## src/rtl/jogo_seq_unidade_controle.sv

```systemverilog
// Control unit for the sequence-memory game: shows the sequence, waits for
// presses, compares them, and tracks lives with an internal timer.
//
// state        | meaning
// inicial      | idle, datapath cleared, waiting for jogar
// preparacao   | new game: clear counters, reload lives
// nova_seq     | round passed: advance L, rewind E
// espera       | waiting for a press, timeout running
// registra     | latch the press into R
// comparacao   | compare R against memory[E]
// proximo      | advance E within the round
// mostra       | display memory[E] for MOSTRA_CICLOS cycles
// mostra_prox  | advance E during the display phase
// fim_mostra   | display done, rewind E for the player
// perde_vida   | error or timeout with lives left: lose one, replay round
// fim_acerto   | game won
// fim_erro     | game lost by a wrong press
// fim_timeout  | game lost by timeout
module jogo_seq_unidade_controle #(
   parameter int TIMEOUT       = 5000,
   parameter int MOSTRA_CICLOS = 500,
   parameter int VIDAS         = 3,
   parameter int VW            = 2
) (
   input  logic          clock,
   input  logic          reset,
   input  logic          jogar,
   input  logic          jogada,
   input  logic          igualE,
   input  logic          igualL,
   input  logic          fimL,
   output logic          zeraE,
   output logic          contaE,
   output logic          zeraL,
   output logic          contaL,
   output logic          zeraR,
   output logic          registraR,
   output logic          exibe,
   output logic          acertou,
   output logic          errou,
   output logic          deu_timeout,
   output logic          pronto,
   output logic [VW-1:0] vidas,
   output logic [3:0]    db_estado
);

   localparam int TMAX = (TIMEOUT > MOSTRA_CICLOS) ? TIMEOUT : MOSTRA_CICLOS;
   localparam int TW   = $clog2(TMAX);

   typedef enum logic [3:0] {
      inicial     = 4'h0,
      preparacao  = 4'h1,
      nova_seq    = 4'h2,
      espera      = 4'h3,
      registra    = 4'h4,
      comparacao  = 4'h5,
      proximo     = 4'h6,
      mostra      = 4'h7,
      mostra_prox = 4'h8,
      fim_mostra  = 4'h9,
      fim_acerto  = 4'hA,
      perde_vida  = 4'hB,
      fim_timeout = 4'hD,
      fim_erro    = 4'hE
   } estado_t;

   estado_t       estado, estado_next;
   logic [TW-1:0] timer, timer_next;
   logic [VW-1:0] vidas_next;
   logic          tem_vida;
   logic          fim_mostra_tempo;
   logic          fim_espera_tempo;

   assign tem_vida         = (vidas > VW'(1));
   assign fim_mostra_tempo = (timer == TW'(MOSTRA_CICLOS - 1));
   assign fim_espera_tempo = (timer == TW'(TIMEOUT - 1));

   // State, timer and lives registers
   always_ff @(posedge clock) begin
      if (reset) begin
         estado <= inicial;
         timer  <= '0;
         vidas  <= VW'(VIDAS);
      end else begin
         estado <= estado_next;
         timer  <= timer_next;
         vidas  <= vidas_next;
      end
   end

   // Next-state, timer/lives update and Moore output decode
   always_comb begin
      estado_next = estado;
      vidas_next  = vidas;
      zeraE       = 1'b0;
      contaE      = 1'b0;
      zeraL       = 1'b0;
      contaL      = 1'b0;
      zeraR       = 1'b0;
      registraR   = 1'b0;
      exibe       = 1'b0;
      acertou     = 1'b0;
      errou       = 1'b0;
      deu_timeout = 1'b0;
      pronto      = 1'b0;
      db_estado   = estado;

      case (estado)
         inicial: begin
            zeraE = 1'b1;
            zeraL = 1'b1;
            zeraR = 1'b1;
            if (jogar) estado_next = preparacao;
         end
         preparacao: begin
            zeraE       = 1'b1;
            zeraL       = 1'b1;
            zeraR       = 1'b1;
            vidas_next  = VW'(VIDAS);
            estado_next = mostra;
         end
         nova_seq: begin
            zeraE       = 1'b1;
            contaL      = 1'b1;
            estado_next = mostra;
         end
         espera: begin
            // A press on the last cycle still counts as a valid press
            if (jogada)                estado_next = registra;
            else if (fim_espera_tempo) estado_next = tem_vida ? perde_vida : fim_timeout;
         end
         registra: begin
            registraR   = 1'b1;
            estado_next = comparacao;
         end
         comparacao: begin
            if (!igualE)      estado_next = tem_vida ? perde_vida : fim_erro;
            else if (!igualL) estado_next = proximo;
            else              estado_next = fimL ? fim_acerto : nova_seq;
         end
         proximo: begin
            contaE      = 1'b1;
            estado_next = espera;
         end
         mostra: begin
            exibe = 1'b1;
            if (fim_mostra_tempo) estado_next = igualL ? fim_mostra : mostra_prox;
         end
         mostra_prox: begin
            contaE      = 1'b1;
            estado_next = mostra;
         end
         fim_mostra: begin
            zeraE       = 1'b1;
            estado_next = espera;
         end
         perde_vida: begin
            zeraE       = 1'b1;
            vidas_next  = tem_vida ? (vidas - VW'(1)) : vidas;
            estado_next = mostra;
         end
         fim_acerto: begin
            acertou = 1'b1;
            pronto  = 1'b1;
            if (jogar) estado_next = preparacao;
         end
         fim_erro: begin
            errou  = 1'b1;
            pronto = 1'b1;
            if (jogar) estado_next = preparacao;
         end
         fim_timeout: begin
            errou       = 1'b1;
            deu_timeout = 1'b1;
            pronto      = 1'b1;
            if (jogar) estado_next = preparacao;
         end
         default: begin
            db_estado   = 4'hF;
            estado_next = inicial;
         end
      endcase
   end

   // Timer runs only while dwelling in mostra or espera; any state change clears it
   always_comb begin
      timer_next = '0;
      if ((estado_next == estado) && ((estado == mostra) || (estado == espera)))
         timer_next = timer + 1'b1;
   end

endmodule

```

## config.mk

```make
export PLATFORM = sky130hd
export DESIGN_NAME = jogo_seq_unidade_controle
export DESIGN_NICKNAME = d
export VERILOG_FILES = /design/src/rtl/jogo_seq_unidade_controle.sv
export SDC_FILE = /design/constraint.sdc
export NUM_CORES = 1
export LEC_CHECK = 0
export ABC_AREA = 1
export ABC_CLOCK_PERIOD_IN_PS = 4300
export BUFFER_PORTS_ARGS = -buffer_cell sky130_fd_sc_hd__buf_4
export CAP_MARGIN = 20
export CORE_ASPECT_RATIO = 0.75
export CORE_MARGIN = 1
export CORE_UTILIZATION = 58
export DETAILED_ROUTE_END_ITERATION = 8
export PLACE_DENSITY = 0.91
export SKIP_CTS_REPAIR_TIMING = 1
export SLEW_MARGIN = 15
export SYNTH_ARGS = -nofsm -noshare
export SYNTH_HDL_FRONTEND = slang
export SYNTH_SLANG_ARGS = --single-unit
export TNS_END_PERCENT = 5
```

## constraint.sdc

```tcl
create_clock -name clock -period 4.3 [get_ports clock]
set_input_delay 0.215 -clock clock [delete_from_list [all_inputs] [get_ports clock]]
set_output_delay 0.215 -clock clock [all_outputs]
set_load 0.02 [all_outputs]
```

==> results.py <==
metrics = {
    "min_path": {
        "hold_class": "primary input to flop",
        "holdCritStartpoint": "reset",
        "holdPathEnd": "estado[1]$_SDFF_PP0_",
        "min_path_cells": 2,
    },
    "worst_setup_path": {
        "crit-reg2reg-launch": "timer[0]$_SDFF_PP0_",
        "cp_cell_sequence": "ha_1, nand2_1, nor2_1, nand4_1, nand2_1, nand2_1, nand2_1, nand2_1, nand2_2, nor2_1",
        "slowest_delay_ps": 400,
        "path_max_fanout": 13,
        "cp-start-kind": "flop",
        "crit_arrival_ps": 2100,
        "worstSetupPathType": "flop to flop",
        "critPathMostFrequentCell": "nand2_1",
        "ff2ff_path_depth": 10,
        "r2r-end": "timer[9]$_SDFF_PP0_",
        "cp.required_ps": 4490,
        "critPathCaptureType": "flop",
        "rrSetupSlack_ps": 2390,
        "slowest_stage": "dfxtp_1",
    },
    "global_routing": {
        "overflow": 0,
        "grt_pass1_vias": 1267,
        "grt_pass1_wl_um": 5420,
        "antenna_found_initial": 0,
        "grt_usage_pct": 30.0,
        "grt_max_degree": 14,
    },
    "timing": {
        "fmaxAchievable_mhz": 523,
        "maxSlewHeadroom_pct": 76.5,
        "fin_crit_sh_pct": 44.5,
        "fin_crit_ps": 1910,
        "clock_skew_ps": 2.07,
        "rsz0062_at_grt": "false",
        "worst_slew_pin_slew_ps": 351,
        "slew_viol_final": 0,
        "final-hold-violation-count": 0,
        "setup_viol": 0,
        "setup_tns_ps": 0,
    },
    "detailed_routing": {
        "drt-initial-drc-count": 98,
        "drt_wl_total_um": 3360,
        "route.detailed.drc": 0,
        "routed_via_density": 5.54,
        "drt-wirelength-per-cell_um": 13.9,
        "first_pass_iters": 5,
        "postRouteAntennaNets": 0,
        "route.vias.total": 1341,
    },
    "cells_and_area": {
        "fin_util_pct": 71.9,
        "final_cells": 242,
        "fill_cells": 191,
        "drive_gt1_share_pct": 23.9,
        "layout_common_cells": "38 x nand2_1, 30 x nor2_1, 27 x inv_1, 23 x buf_4, 19 x dfxtp_1",
        "diodes": 0,
        "final_common_cell": "nand2_1",
        "synthToLayoutAreaGrowth_pct": 16.3,
        "layout.nets": 228,
    },
    "floorplan": {
        "core_um2": 2010,
        "core.rowCount": 14,
        "die_area_um2": 2340,
        "start_util_pct": 61.9,
        "die_w_um": 55.5,
        "ios": 24,
        "die_y_um": 42.1,
    },
    "logic_synthesis": {
        "syn-num-nets": 204,
        "ys_ff_latch": 19,
        "synth_edf_count": 0,
        "yosysSeqAreaShare_pct": 30.5,
        "avgSynthCellArea_um2": 6.39,
        "synthTopCellsByArea": "dfxtp_1 31%, nand2_1 11%, nor2_1 9.0%",
        "synth_top_area_share_pct": 30.5,
        "yosysTopAreaCell": "dfxtp_1",
        "netlist_instances": 195,
        "synth_flop_cell": "dfxtp_1",
        "ys_types": 24,
        "ys_warn_count": 0,
        "async_flop_share_pct": 0,
        "synthesis.area_um2": 1250,
    },
    "run_status": {
        "status": "finished clean",
    },
    "pwr": {
        "p_leak_nw": 0.640,
        "ir_drop_v": 0.000429,
        "p_per_area_nw_per_um2": 483,
    },
    "clock_tree": {
        "clock_path_buffers": 2,
        "clock_latency_ps": 300,
        "clockRootBuffer": "clkbuf_4",
        "cts.sinks": 19,
        "cts_tree": "done",
        "cts_buffers": 3,
        "path_clk_slew_ps": 100,
        "htreeDepth": 1,
    },
    "placement": {
        "dpl.hpwl_um": 2710,
        "dp_cells": 238,
        "port_buffers": 23,
        "place_congestion": 0.959,
    },
    "job": {
        "maxCapViolations": 0,
    },
}
[critical path, delay by kind of cell (launching register included)]
kind | cells | cell delay (ps)
AND/OR/NAND/NOR | 9 | 1160
flip-flops | 1 | 400
adder cells (fa/ha/maj) | 1 | 250
[cells in the mapped netlist, types with 4 or more instances]
cell,n
inv_1,27
nor2_1,30
dfxtp_1,19
o21ai_0,6
nor3_1,4
nor2_2,14
a21oi_1,7
nand2_1,38
nand4_1,4
inv_2,5
xor2_1,9
nand3_1,12
[through the flow]
| stage | setup slack (ps) | power (mW) | hold slack, ps | cell area (um2) |
|---|---|---|---|---|
| detailed placement | 2480 | 0.603 | 453 | 1420 |
| global placement | 2650 | 0.591 | 438 | 1420 |
| floorplan | 2620 | 0.484 | 284 | 1250 |
| finish | 2390 | 0.700 | 130 | 1450 |
| CTS | 2460 | 0.696 | 122 | 1450 |
| global route | 2260 | 0.743 | 130 | 1450 |
[flip-flops by register name, summed over array words and instances, names as in the netlist]
name	flops
estado	4
timer	13
vidas	2
[final cells by class]
type,instances,area (um2),share of cell area (%)
Inverter,32,120,8.29
Sequential cell,19,380,26.3
Clock buffer,4,26.3,1.81
Tap cell,24,30.0,2.07
Timing Repair Buffer,23,173,11.9
Multi-Input combinational cell,140,719,49.7
[where the power goes]
part | switching [mW] | leakage [nW] | internal [mW]
clock | 0.0560 | 0.0150 | 0.0362
sequential | 0.0320 | 0.154 | 0.197
combinational | 0.241 | 0.471 | 0.137
total | 0.329 | 0.640 | 0.371
[routing by layer]
layer / share of wire, % / up-vias / routed length, um / GRT usage, %
li1: - / 654 / - / -
met4: 2.0 / 0 / 68 / 10.0
met1: 42 / 597 / 1400 / 39.3
met5: 0 / - / 0 / 0
met2: 46 / 79 / 1540 / 49.2
met3: 10 / 11 / 350 / 6.79
[worst max-delay path by stage]
| stage | startpoint | to | slack (ps) | cells past startpoint |
|---|---|---|---|---|
| floorplan | vidas[1]$_SDFFE_PP1P_ | timer[5]$_SDFF_PP0_ | 2620 | 11 |
| global placement | vidas[1]$_SDFFE_PP1P_ | timer[10]$_SDFF_PP0_ | 2650 | 10 |
| detailed placement | timer[0]$_SDFF_PP0_ | timer[9]$_SDFF_PP0_ | 2480 | 10 |
| CTS | timer[0]$_SDFF_PP0_ | timer[9]$_SDFF_PP0_ | 2460 | 10 |
| global route | timer[0]$_SDFF_PP0_ | timer[11]$_SDFF_PP0_ | 2260 | 10 |
| finish | timer[0]$_SDFF_PP0_ | timer[9]$_SDFF_PP0_ | 2390 | 10 |
[kinds of logic after synthesis]
kind of cell	synth area share [%]
fa+ha+maj	2.01
simple gates	40.1
flops	30.5
buf+inv	11.7
xor+xnor	7.73
compound gates	7.93
(Power assumes the default switching activity.)
